--- config.mk ---
export PLATFORM = sky130hd
export DESIGN_NAME = seg_wave_effect
export DESIGN_NICKNAME = d
export VERILOG_FILES = /design/src/rtl/seg_wave_effect.sv
export SDC_FILE = /design/constraint.sdc
export NUM_CORES = 1
export LEC_CHECK = 0
export CELL_PAD_IN_SITES_DETAIL_PLACEMENT = 1
export CELL_PAD_IN_SITES_GLOBAL_PLACEMENT = 1
export CORE_MARGIN = 1.5
export CORE_UTILIZATION = 38
export CTS_BUF_LIST = sky130_fd_sc_hd__clkbuf_8
export DETAILED_ROUTE_END_ITERATION = 16
export PLACE_DENSITY = 0.78
export SLEW_MARGIN = 20
export SYNTH_ARGS = -nofsm -noshare
export SYNTH_HDL_FRONTEND = slang
export SYNTH_SLANG_ARGS = --single-unit
--- constraint.sdc ---
create_clock -name clk -period 2.9 [get_ports clk]
set_input_delay 0.29 -clock clk [delete_from_list [all_inputs] [get_ports clk]]
set_output_delay 0.29 -clock clk [all_outputs]
set_load 0.01 [all_outputs]
--- src/rtl/seg_wave_effect.sv ---
// Seven-segment reveal animation over NUM_DIGITS multiplexed digits,
// lockstep or cascaded per digit, with loop/one-shot sequencing.
module seg_wave_effect #(
    parameter int         NUM_DIGITS = 7,
    parameter int         CLK_HZ     = 50000000,
    parameter int         SCAN_DIV   = 25000,
    parameter logic [2:0] EFFECT_ID  = 3'b011
) (
    input  logic                    clk,
    input  logic                    rst_n,
    input  logic [2:0]              enable,
    input  logic [1:0]              frequency,
    input  logic                    mode,
    input  logic                    one_shot,
    input  logic [7*NUM_DIGITS-1:0] char_seg,
    output logic [NUM_DIGITS-1:0]   trans,
    output logic [6:0]              led7seg,
    output logic [3:0]              frame,
    output logic                    done
);
    localparam int SW = $clog2(SCAN_DIV);
    localparam int DW = $clog2(NUM_DIGITS);
    localparam int TW = $clog2(CLK_HZ + 1);
    localparam int BW = $clog2(NUM_DIGITS + 10);
    localparam logic [TW-1:0] HZ = TW'(CLK_HZ);
    localparam logic [NUM_DIGITS-1:0] MSB_SEL = {1'b1, {(NUM_DIGITS-1){1'b0}}};

    logic [SW-1:0] r_scan;
    logic [DW-1:0] r_digit;
    logic [TW-1:0] r_timer;
    logic [BW-1:0] r_base;
    logic          r_was_active;
    logic          r_mode;
    logic          r_one_shot;
    logic          r_fired;
    logic          r_wrap;

    logic          w_active;
    logic          w_mode;
    logic          w_one_shot;
    logic [TW-1:0] w_period_m1;
    logic          w_expire;
    logic [BW-1:0] w_last;
    logic          w_at_end;
    logic          w_scan_wrap;
    logic [BW-1:0] w_lag;
    logic [BW-1:0] w_diff;
    logic [3:0]    w_fidx;
    logic [6:0]    w_char;
    logic [6:0]    w_pattern;

    assign w_active = (enable == EFFECT_ID);
    // Live inputs count only on the first active cycle; afterwards the latched copy.
    assign w_mode = r_was_active ? r_mode : mode;
    assign w_one_shot = r_was_active ? r_one_shot : one_shot;
    assign w_period_m1 = (HZ >> frequency) - TW'(1);
    assign w_expire = (r_timer >= w_period_m1);
    assign w_last = w_mode ? BW'(NUM_DIGITS + 9) : BW'(10);
    assign w_at_end = (r_base == w_last);
    assign w_scan_wrap = (r_scan == SW'(SCAN_DIV - 1));

    assign w_lag = w_mode ? BW'(r_digit) : '0;
    assign w_diff = (r_base >= w_lag) ? (r_base - w_lag) : '0;
    assign w_fidx = (w_diff > BW'(10)) ? 4'd10 : w_diff[3:0];

    always_comb begin
        w_char = 7'h7F;
        for (int d = 0; d < NUM_DIGITS; d++) begin
            if (r_digit == DW'(d)) w_char = char_seg[7*d +: 7];
        end
    end

    always_comb begin
        w_pattern = 7'h7F;
        case (w_fidx)
            4'd1:  w_pattern = 7'b1101111;
            4'd2:  w_pattern = 7'b1011111;
            4'd3:  w_pattern = 7'b0111111;
            4'd4:  w_pattern = 7'b1110111;
            4'd5:  w_pattern = 7'b1101111;
            4'd6:  w_pattern = 7'b0111111;
            4'd7:  w_pattern = 7'b0111111;
            4'd8:  w_pattern = w_char;
            4'd9:  w_pattern = w_char;
            4'd10: w_pattern = w_char;
            default: w_pattern = 7'h7F;
        endcase
    end

    always_ff @(posedge clk or negedge rst_n) begin
        if (!rst_n) begin
            r_scan       <= '0;
            r_digit      <= '0;
            r_timer      <= '0;
            r_base       <= '0;
            r_was_active <= 1'b0;
            r_mode       <= 1'b0;
            r_one_shot   <= 1'b0;
            r_fired      <= 1'b0;
            r_wrap       <= 1'b0;
        end else if (!w_active) begin
            r_scan       <= '0;
            r_digit      <= '0;
            r_timer      <= '0;
            r_base       <= '0;
            r_was_active <= 1'b0;
            r_fired      <= 1'b0;
            r_wrap       <= 1'b0;
        end else begin
            r_was_active <= 1'b1;
            r_mode       <= w_mode;
            r_one_shot   <= w_one_shot;
            r_scan       <= w_scan_wrap ? '0 : r_scan + SW'(1);
            if (w_scan_wrap) begin
                r_digit <= (r_digit == DW'(NUM_DIGITS - 1)) ? '0 : r_digit + DW'(1);
            end
            r_wrap <= 1'b0;
            if (w_expire) begin
                r_timer <= '0;
                if (!w_at_end) begin
                    r_base <= r_base + BW'(1);
                end else if (!w_one_shot) begin
                    r_base <= '0;
                    r_wrap <= 1'b1;
                end else if (!r_fired) begin
                    r_fired <= 1'b1;
                    r_wrap  <= 1'b1;
                end
            end else begin
                r_timer <= r_timer + TW'(1);
            end
        end
    end

    always_ff @(posedge clk or negedge rst_n) begin
        if (!rst_n) begin
            trans   <= '1;
            led7seg <= 7'h7F;
            frame   <= 4'd0;
            done    <= 1'b0;
        end else if (!w_active) begin
            trans   <= '1;
            led7seg <= 7'h7F;
            frame   <= 4'd0;
            done    <= 1'b0;
        end else begin
            trans   <= ~(MSB_SEL >> r_digit);
            led7seg <= w_pattern;
            frame   <= r_base[3:0];
            done    <= r_wrap;
        end
    end
endmodule

==> results, run 1 <==
- The count of endpoints failing hold in the final timing report was 0.
- The transition at the pin with the smallest max-transition slack is 0.958 ns.
- The filler-free cell count of the finished design is 695.
- The sequential area share after synthesis is 42.2%.
- The netlist uses 62 different library cells.
- The leading cell type in the layout, fill and taps excluded is sky130_fd_sc_hd__clkdlybuf4s50_1.
- Setup repair after global routing left no endpoint under its margin.
- Setup slack on the worst reg-to-reg path comes out at 0.23 ns.
- The most used flip-flop cell after synthesis is sky130_fd_sc_hd__dfrtp_1.
- 0 antenna diodes ended up in the layout.
- The max-cap check violation count is 0.
- Once the clock tree was built, the setup fixing pass inserted 0 buffers.
- By area, the combinational part of the netlist is dominated by simple AND/OR/NAND/NOR gates.
- Counting the buffers created by CTS gives 9.
- The routed layout has 3810 vias.
- Between clock sinks in the finished design, the worst skew comes to 0.0128 ns.
- The initial utilization of the core area, before any placement, comes to 39.6%.
- The startpoint type of the worst setup path is a flip-flop.
- The row count is 38.
- The die is 110 um tall.
- The final critical path takes up 92.1% of the cycle.
- CTS saw 73 sinks.
- The number of remaining DRC errors is 0.
- For this run, the top clock speed supported by timing is 374 MHz.
- Counting I/O delays and the setup requirement, the final critical path takes about 2.7 ns.
- Prior to clock tree synthesis, the placed netlist has a worst setup slack of -0.124 ns.
- Global routing used around 21% of the available tracks.
- The largest individual stage delay along the critical path comes from the cell sky130_fd_sc_hd__nor4b_1.
- The count of endpoints failing setup in the final report is 0.
- The worst path buffer plus inverter count is 1.
- The first global-routing pass estimated 20100 um of wire.
- After clock tree synthesis, the repair step resized 0 gates.
- At the end of routability-driven placement, the weighted congestion stood at 0.837.
- The count of placed standard cells including taps is 679.
- In this run the cell area of the synthesized design comes to 4370 um2.
- The max-slew violation count is 0.
- TritonCTS built the clock tree.
- The nature of the critical path endpoint is a flip-flop.
- The detailed router's first-iteration violation count is 144.
- The number of H-tree branching levels is 3.
- The clock edge transition at the registers on the reported setup and hold paths is 0.08 ns.
- Traced cell by cell, the critical path runs through mux2_4 > and2_1 > ha_1 > inv_1 > fa_1 > nor3_1 > mux2i_1 > o32a_1 > nor4b_1 > o21ai_1.
- Summing the areas of all xor and xnor instances in the mapped netlist gives around 7.6% of the synthesized area.
- Once detail routing completed, the nets flagged for antenna violations numbered 0.
- The placed wire-length estimate is 8940 um.
- The average routed wire per standard cell is 16.9 um.
- For this run, asynchronously set or reset flops after synthesis account for 100%.
- The first-pass iteration count of the detailed router is 4.
- Once routing completed, OpenROAD measured the worst setup slack at 0.228 ns.
- Leaving out fill and tap cells, the most frequent cells in the layout are sky130_fd_sc_hd__clkdlybuf4s50_1, sky130_fd_sc_hd__dfrtp_1, sky130_fd_sc_hd__nand2_1, sky130_fd_sc_hd__nor2_1, sky130_fd_sc_hd__nand3_1.
- The required arrival time at the worst endpoint is 3.17 ns.
- Power spread over the standard cell area amounts to approximately 350 nW/um2.
- A synthesized cell averages 9.26 um2.
- The class of the worst hold path is in -> async.
- IR analysis of the VDD net gives a maximum drop of 299 uV.
- In this run the count of I/O pins placed on the die edge is 77.
- The number of global-route vias before repair is 4149.
- The number of antenna violations at the first check in global routing is 0.
- For this design, the CTS-stage hold fixing added 0 buffers.
- The leftover overflow at the end of global routing is 0.
- For this run, the number of Yosys warnings is 0.
- The die covers around 12000 um2.
- The endpoint arrival time on the critical path is 2.94 ns.
- Measured against the total synthesized area, the mux share comes to 4.61%.
- The finished layout cell area is 5480 um2.
- The sum of routed wire length over all layers is ~12000 um.
- The flow ran to the end, and the final reports show no timing, DRC or antenna violations.
- The critical-path maximum fanout is 8.
- After Yosys synthesis, full adders, half adders and majority gates account for 8.47% of the synthesized area.
- Of the total synthesized cell area, the portion taken by AND, OR, NAND and NOR gates is approximately 22%.
- The family with the most delay on the worst path is simple AND/OR/NAND/NOR gates.
- The clock reaches the later pin of the worst-skew pair after between 0.3 and 0.4 ns.
- The design draws 1.92 mW.
- For this run, the share of the core covered by cells in the final layout is 49.6%.
- The number of synthesized flops with an enable pin is 0.
- The detailed-route vias per instance is 5.48.
- The chip width is 110 um.
- The core outline area is between 10000 and 15000 um2.
- The final layout contains 637 nets.
- Entering global routing, the biggest net connects 74 pins.
- The critical path in this run is classified as reg -> reg.
- The signed area change from the synthesized netlist to the final layout is 25.2%.
- Counting flops and latches in the post-synthesis netlist gives 73.
- Counting every instance in the synthesized netlist gives 472.
- The largest single stage delay on the critical path is 0.43 ns.
- The placed instance area is 5310 um2.
- Buffers placed on the I/O ports in this run total 76.
- Summed over all cells, the static leakage comes to roughly 2.3 nW.
- The synthesized netlist devotes between 10% and 20% of its cell area to compound gates.
- The tree is rooted in a sky130_fd_sc_hd__clkbuf_8.
- The layout cell share with drive strength beyond 1 is approximately a tenth.
- The clock passes through at most 2 buffers.
- The relative slew slack is 36.1%.
[kinds of logic (layout without fill, tap and decap cells)]
kind of cell,after synthesis,in the layout
AOI/OAI and AO/OA,73,73
xor gates and xnor gates,38,38
adders and majority gates,29,29
buffers and inverters,36,118
DFF,73,73
muxes,18,18
other,1,2
and+or+nand+nor,204,204
[worst register-to-register path: cells and delay by family, from the launching register on]
family                     cells  cell delay, ns
muxes                          2            0.35
and+or+nand+nor                3            0.77
DFF                            1            0.42
buffers and inverters          1            0.05
AOI/OAI and AO/OA              2            0.40
adders and majority gates      2            0.58
[where the power goes]
| part | switching [mW] | internal [mW] | leakage [nW] | total (mW) |
|---|---|---|---|---|
| clock | 0.379 | 0.323 | 0.0921 | 0.702 |
| combinational | 0.0859 | 0.104 | 1.24 | 0.190 |
| sequential | 0.00519 | 1.03 | 0.968 | 1.03 |
| total | 0.470 | 1.45 | 2.30 | 1.92 |
[registers in the layout (all words and copies together), names as in the netlist]
| signal | flops |
|---|---|
| done | 1 |
| frame | 4 |
| led7seg | 7 |
| r_base | 5 |
| r_digit | 3 |
| r_fired | 1 |
| r_mode | 1 |
| r_one_shot | 1 |
| r_scan | 15 |
| r_timer | 26 |
| r_was_active | 1 |
| r_wrap | 1 |
| trans | 7 |
[per-stage QoR]
step	setup TNS (ns)	hold WS (ns)
6_report	0	0.0613
5_1_grt	0	0.148
4_1_cts	0	0.0972
3_5_place_dp	-2.27	0.461
3_3_place_gp	0	0.448
2_1_floorplan	0	-0.00559
[synth_stat cells (3+ instances only)]
cell	n	share of area, %
sky130_fd_sc_hd__nand3_1	35	4.0
sky130_fd_sc_hd__mux2_2	9	2.3
sky130_fd_sc_hd__dfrtp_1	59	34
sky130_fd_sc_hd__o21ai_1	7	0.80
sky130_fd_sc_hd__nor3_1	10	1.1
sky130_fd_sc_hd__mux2i_1	4	0.92
sky130_fd_sc_hd__nand2_1	55	4.7
sky130_fd_sc_hd__nand4_1	6	0.86
sky130_fd_sc_hd__xnor2_1	14	2.8
sky130_fd_sc_hd__nor4_1	3	0.43
sky130_fd_sc_hd__dfstp_2	14	8.4
sky130_fd_sc_hd__a21oi_1	12	1.4
sky130_fd_sc_hd__and2_1	10	1.4
sky130_fd_sc_hd__ha_1	28	8.0
sky130_fd_sc_hd__o22ai_1	12	1.7
sky130_fd_sc_hd__mux2_1	4	1.0
sky130_fd_sc_hd__o21ai_0	9	1.0
sky130_fd_sc_hd__nor2b_1	3	0.43
sky130_fd_sc_hd__xor2_1	24	4.8
sky130_fd_sc_hd__nor2_1	55	4.7
sky130_fd_sc_hd__and3_1	13	1.9
sky130_fd_sc_hd__inv_1	13	1.1
sky130_fd_sc_hd__clkbuf_1	18	1.5
sky130_fd_sc_hd__o211ai_1	3	0.51
sky130_fd_sc_hd__o221ai_1	7	1.4
[routing by layer]
| metal | part of all wire (%) | wire length (um) | track usage, % | vias up |
|---|---|---|---|---|
| met5 | 0 | 0 | 0 | - |
| met4 | 2.9 | 339 | 9.25 | 0 |
| met3 | 2.7 | 321 | 5.17 | 27 |
| met2 | 50 | 5940 | 36.6 | 61 |
| met1 | 44 | 5160 | 25.7 | 1906 |
| li1 | - | - | - | 1816 |
[final cells by class]
class	count	area [um2]
inverters	14	52.6
clock inverters	6	31.3
repair buffers	88	848
flip-flops and latches	73	1840
well taps	140	175
fillers	1295	5550
clock buffers	10	138
multi-input cells	364	2390
[path summary, 6_finish.rpt]
path                                              to                    from  cells after the start
worst max-delay path            led7seg[3]$_DFF_PN1_  r_was_active$_DFF_PN0_                     10
worst min-delay path            r_timer[7]$_DFF_PN0_                   rst_n                      1
worst max register to register  led7seg[3]$_DFF_PN1_  r_was_active$_DFF_PN0_                     10
worst min register to register   r_scan[0]$_DFF_PN0_     r_scan[0]$_DFF_PN0_                      1
max in group asynchronous         r_mode$_DFFE_PN0P_                   rst_n                      1
min in group clk                 r_scan[0]$_DFF_PN0_     r_scan[0]$_DFF_PN0_                      1
(Power assumes the default switching activity.)
==> run 2, diff against run 1 <==
CORE_UTILIZATION = 39   (was 38)
DONT_BUFFER_PORTS = 1   (was not set)
GPL_TIMING_DRIVEN = 0   (was not set)
PLACE_DENSITY = 0.68   (was 0.78)
==> run 2 against run 1 <==
Global-route usage is 1.8 points lower; final cell count is 9.5% lower; die area is 2.5% lower; largest cell class unchanged; register-to-register slack hardly changed; clock power is 15% higher; via count is 9.6% lower; core utilization is 5.6 points lower; worst hold slack better by 0.094 ns.
==> results, run 2 (synthesis results as in run 1) <==
- The run finished with clean final reports.
- The relative slew slack was 61.7% (+26 points).
- The die footprint came to 11900 um2 (-2.5%).
- The number of antenna violations at the first check in global routing is 0 (unchanged).
- The largest registers in the layout are r_timer x26, r_scan x15.
- Clock tree synthesis selected as its root buffer the cell sky130_fd_sc_hd__clkbuf_8.
- The wire length of the first global-routing pass came to 18100 um (-9.9%).
- The clock tree from TritonCTS is done.
- The number of H-tree branching levels is 3 (unchanged).
- The placed instance area is 4550 um2 (-14%).
- The filler-free cell count of the finished design is 629 (-9.5%).
- The count of buffers added by post-CTS timing repair for setup is 0 (unchanged).
- The chip width is 109 um (-1.3%).
- The number of fillers in the final layout is 1278 (-1.3%).
- The signed area change from the synthesized netlist to the final layout is 9.70%.
- The average routed wire per standard cell is 17.0 um (+0.24%).
- The count of input and output buffers is 0 (-100%).
- The core outline area is 10900 um2 (-1.3%).
- The sum of routed wire length over all layers came to 10700 um (-9.3%).
- Setup repair after global routing left no endpoint under its margin.
- The row count is 38 (unchanged).
- The power share of the combinational group was 5.5% (-4.4 points).
- The placed wire-length estimate came to 7880 um (-12%).
- The internal power component is 1.48 mW (+1.9%).
- The largest net degree at the start of global routing is 74 (unchanged).
- The buffer levels on the longest clock path was 2 (unchanged).
- The nature of the critical path endpoint is a flip-flop.
- The count of endpoints failing hold in the final timing report is 0 (unchanged).
- The clock network power share is 41.5% (+5.0 points).
- The count of inserted antenna diode cells is 0 (unchanged).
- The layout cell share with drive strength beyond 1 is 11.2% (+0.80 points).
- The required arrival time at the worst endpoint is 3.17 ns (about the same).
- The largest register by flop count is r_timer.
- The finished layout cell area is 4800 um2 (-12%).
- The count of placed standard cells including taps is 613 (-9.7%).
- The power per cell area came to 406 nW/um2 (+15%).
- The total power came to 1.95 mW (+1.2%).
- The relative contribution of sequential cells to total power is 53.0% (-0.6 points).
- The count of endpoints failing setup in the final report is 0 (unchanged).
- By startpoint and endpoint, the worst setup path is classified as reg -> reg.
- The first-pass iteration count of the detailed router was 4 (unchanged).
- The setup skew after layout is 0.0132 ns (+0.000320 ns).
- The global router's overall resource usage is 19.7% (-1.8 points).
- The number of CTS-inserted buffers is 9 (unchanged).
- Leaving out fill and tap cells, the most frequent cells in the layout are sky130_fd_sc_hd__dfrtp_1, sky130_fd_sc_hd__nand2_1, sky130_fd_sc_hd__nor2_1, sky130_fd_sc_hd__nand3_1, sky130_fd_sc_hd__ha_1.
- The max-cap check violation count is 0 (unchanged).
- The post-layout minimum cycle time is 2.67 ns (+0.00186 ns).
- The detailed router's first-iteration violation count is 87 (-40%).
- The leftover overflow at the end of global routing is 0 (unchanged).
- The leading cell type in the layout, fill and taps excluded is sky130_fd_sc_hd__dfrtp_1.
- The remaining antenna violation count is 0 (unchanged).
- The class of the worst hold path is in -> reg.
- The number of nets at the end of the flow is 571 (-10%).
- The count of boundary I/O pins is 77 (unchanged).
- The final cycle utilization of the critical path is 92.2% (about the same).
- The clock latency on the worst-skew pair is 0.37 ns (about the same).
- The initial core utilization is 40.2% (+0.52 points).
- The setup TNS is 0 ns (unchanged).
- The endpoint arrival time on the critical path came to 2.95 ns (about the same).
- The maximum clock frequency is 374 MHz (about the same).
- The utilization after layout is 44.1% (-5.6 points).
- The flip-flop count of the largest register after layout is 26 (unchanged).
- STA classifies the critical path startpoint as a flip-flop.
- The number of vias after detailed routing was 3446 (-9.6%).
- The clock edge transition at the registers on the reported setup and hold paths is 0.07 ns (about the same).
- The detailed-route vias per instance is 5.48 (about the same).
- The critical-path maximum fanout is 19 (+11).
- The number of global-route vias before repair was 3652 (-12%).
- The routability congestion estimate from global placement is 0.790 (-5.6%).
- The static leakage was 2.01 nW (-12%).
- The fraction of power spent switching nets is 23.9% (-0.51 points).
- The number of remaining DRC errors was 0 (unchanged).
- The transition at the pin with the smallest max-transition slack came to 0.570 ns (-0.389 ns).
- The switching component of the power came to 466 uW (-0.96%).
- The max-slew violation count is 0 (unchanged).
- The number of clock sinks was 73 (unchanged).
- The maximum vdd ir drop was 287 uV (-4.2%).
- The vertical extent of the die is 109 um (-1.3%).
run 2: cell count changes in the layout (fill, tap and decap cells not counted), moves of 2 or more:
cell / delta
sky130_fd_sc_hd__clkbuf_1: +13
sky130_fd_sc_hd__clkbuf_2: +3
sky130_fd_sc_hd__inv_1: -2
sky130_fd_sc_hd__buf_4: -11
sky130_fd_sc_hd__clkdlybuf4s50_1: -75
run 2: worst paths after layout:
path                                             start                   end  slack [ns]  cells past startpoint
worst max-delay path            r_digit[0]$_DFFE_PN0P_  led7seg[3]$_DFF_PN1_        0.23                     11
worst min-delay path                      char_seg[21]  led7seg[0]$_DFF_PN1_        0.16                      2
worst max register to register  r_digit[0]$_DFFE_PN0P_  led7seg[3]$_DFF_PN1_        0.23                     11
worst min register to register        r_wrap$_DFF_PN0_        done$_DFF_PN0_        0.45                      1
max in group asynchronous                        rst_n  led7seg[1]$_DFF_PN1_        2.08                      2
min in group asynchronous                        rst_n  r_scan[11]$_DFF_PN0_        0.48                      2
run 2: layer usage:
layer,share of wire [%],track usage [%],up-vias
met5,0,0,-
met4,2.0,7.61,0
met3,3.5,5.26,21
met2,48,31.7,44
met1,46,25.1,1697
li1,-,-,1684
run 2: final cells by class:
type	count	area, um2	area share, %
Clock buffer	10	138	2.87
Buffer	20	97.6	2.03
Clock inverter	6	58.8	1.23
Tap cell	140	175	3.65
Multi-Input combinational cell	364	2390	49.9
Sequential cell	73	1840	38.4
Inverter	14	52.6	1.10
Timing Repair Buffer	2	37.5	0.782
run 2: power groups by stage:
stage	clock (mW)	combinational, mW	sequential (mW)
after floorplan	0	0.0642	1.05
after global placement	0	0.0805	1.05
after detailed placement	0	0.0839	1.05
after CTS	0.838	0.111	1.03
after global routing	0.870	0.124	1.03
final	0.807	0.108	1.03
run 2: per-stage QoR:
step           hold slack [ns]  setup WS [ns]
6_report                 0.156          0.226
5_1_grt                  0.152         0.0412
4_1_cts                  0.138         0.0334
3_5_place_dp          -0.00234         -0.346
3_3_place_gp          -0.00219         -0.209
2_1_floorplan         -0.00559          0.188
run 2: repair_timing:
action | 4_1_cts | 5_1_grt
gates resized for setup | 3 | 5
hold endpoints to repair | 73 | 0
hold buffers | 2 | 0
endpoints found under the setup margin | 7 | 5
run 2: worst max-delay path: stages, from the launching register on:
cell and delay [ns]:
sky130_fd_sc_hd__dfrtp_1 0.36, sky130_fd_sc_hd__clkbuf_4 0.22, sky130_fd_sc_hd__buf_6 0.21, sky130_fd_sc_hd__and2_1 0.16, sky130_fd_sc_hd__ha_1 0.17, sky130_fd_sc_hd__inv_1 0.06, sky130_fd_sc_hd__fa_1 0.42, sky130_fd_sc_hd__nor3_1 0.21
sky130_fd_sc_hd__mux2i_1 0.10, sky130_fd_sc_hd__o32a_1 0.29, sky130_fd_sc_hd__nor4b_2 0.30, sky130_fd_sc_hd__o21ai_1 0.09
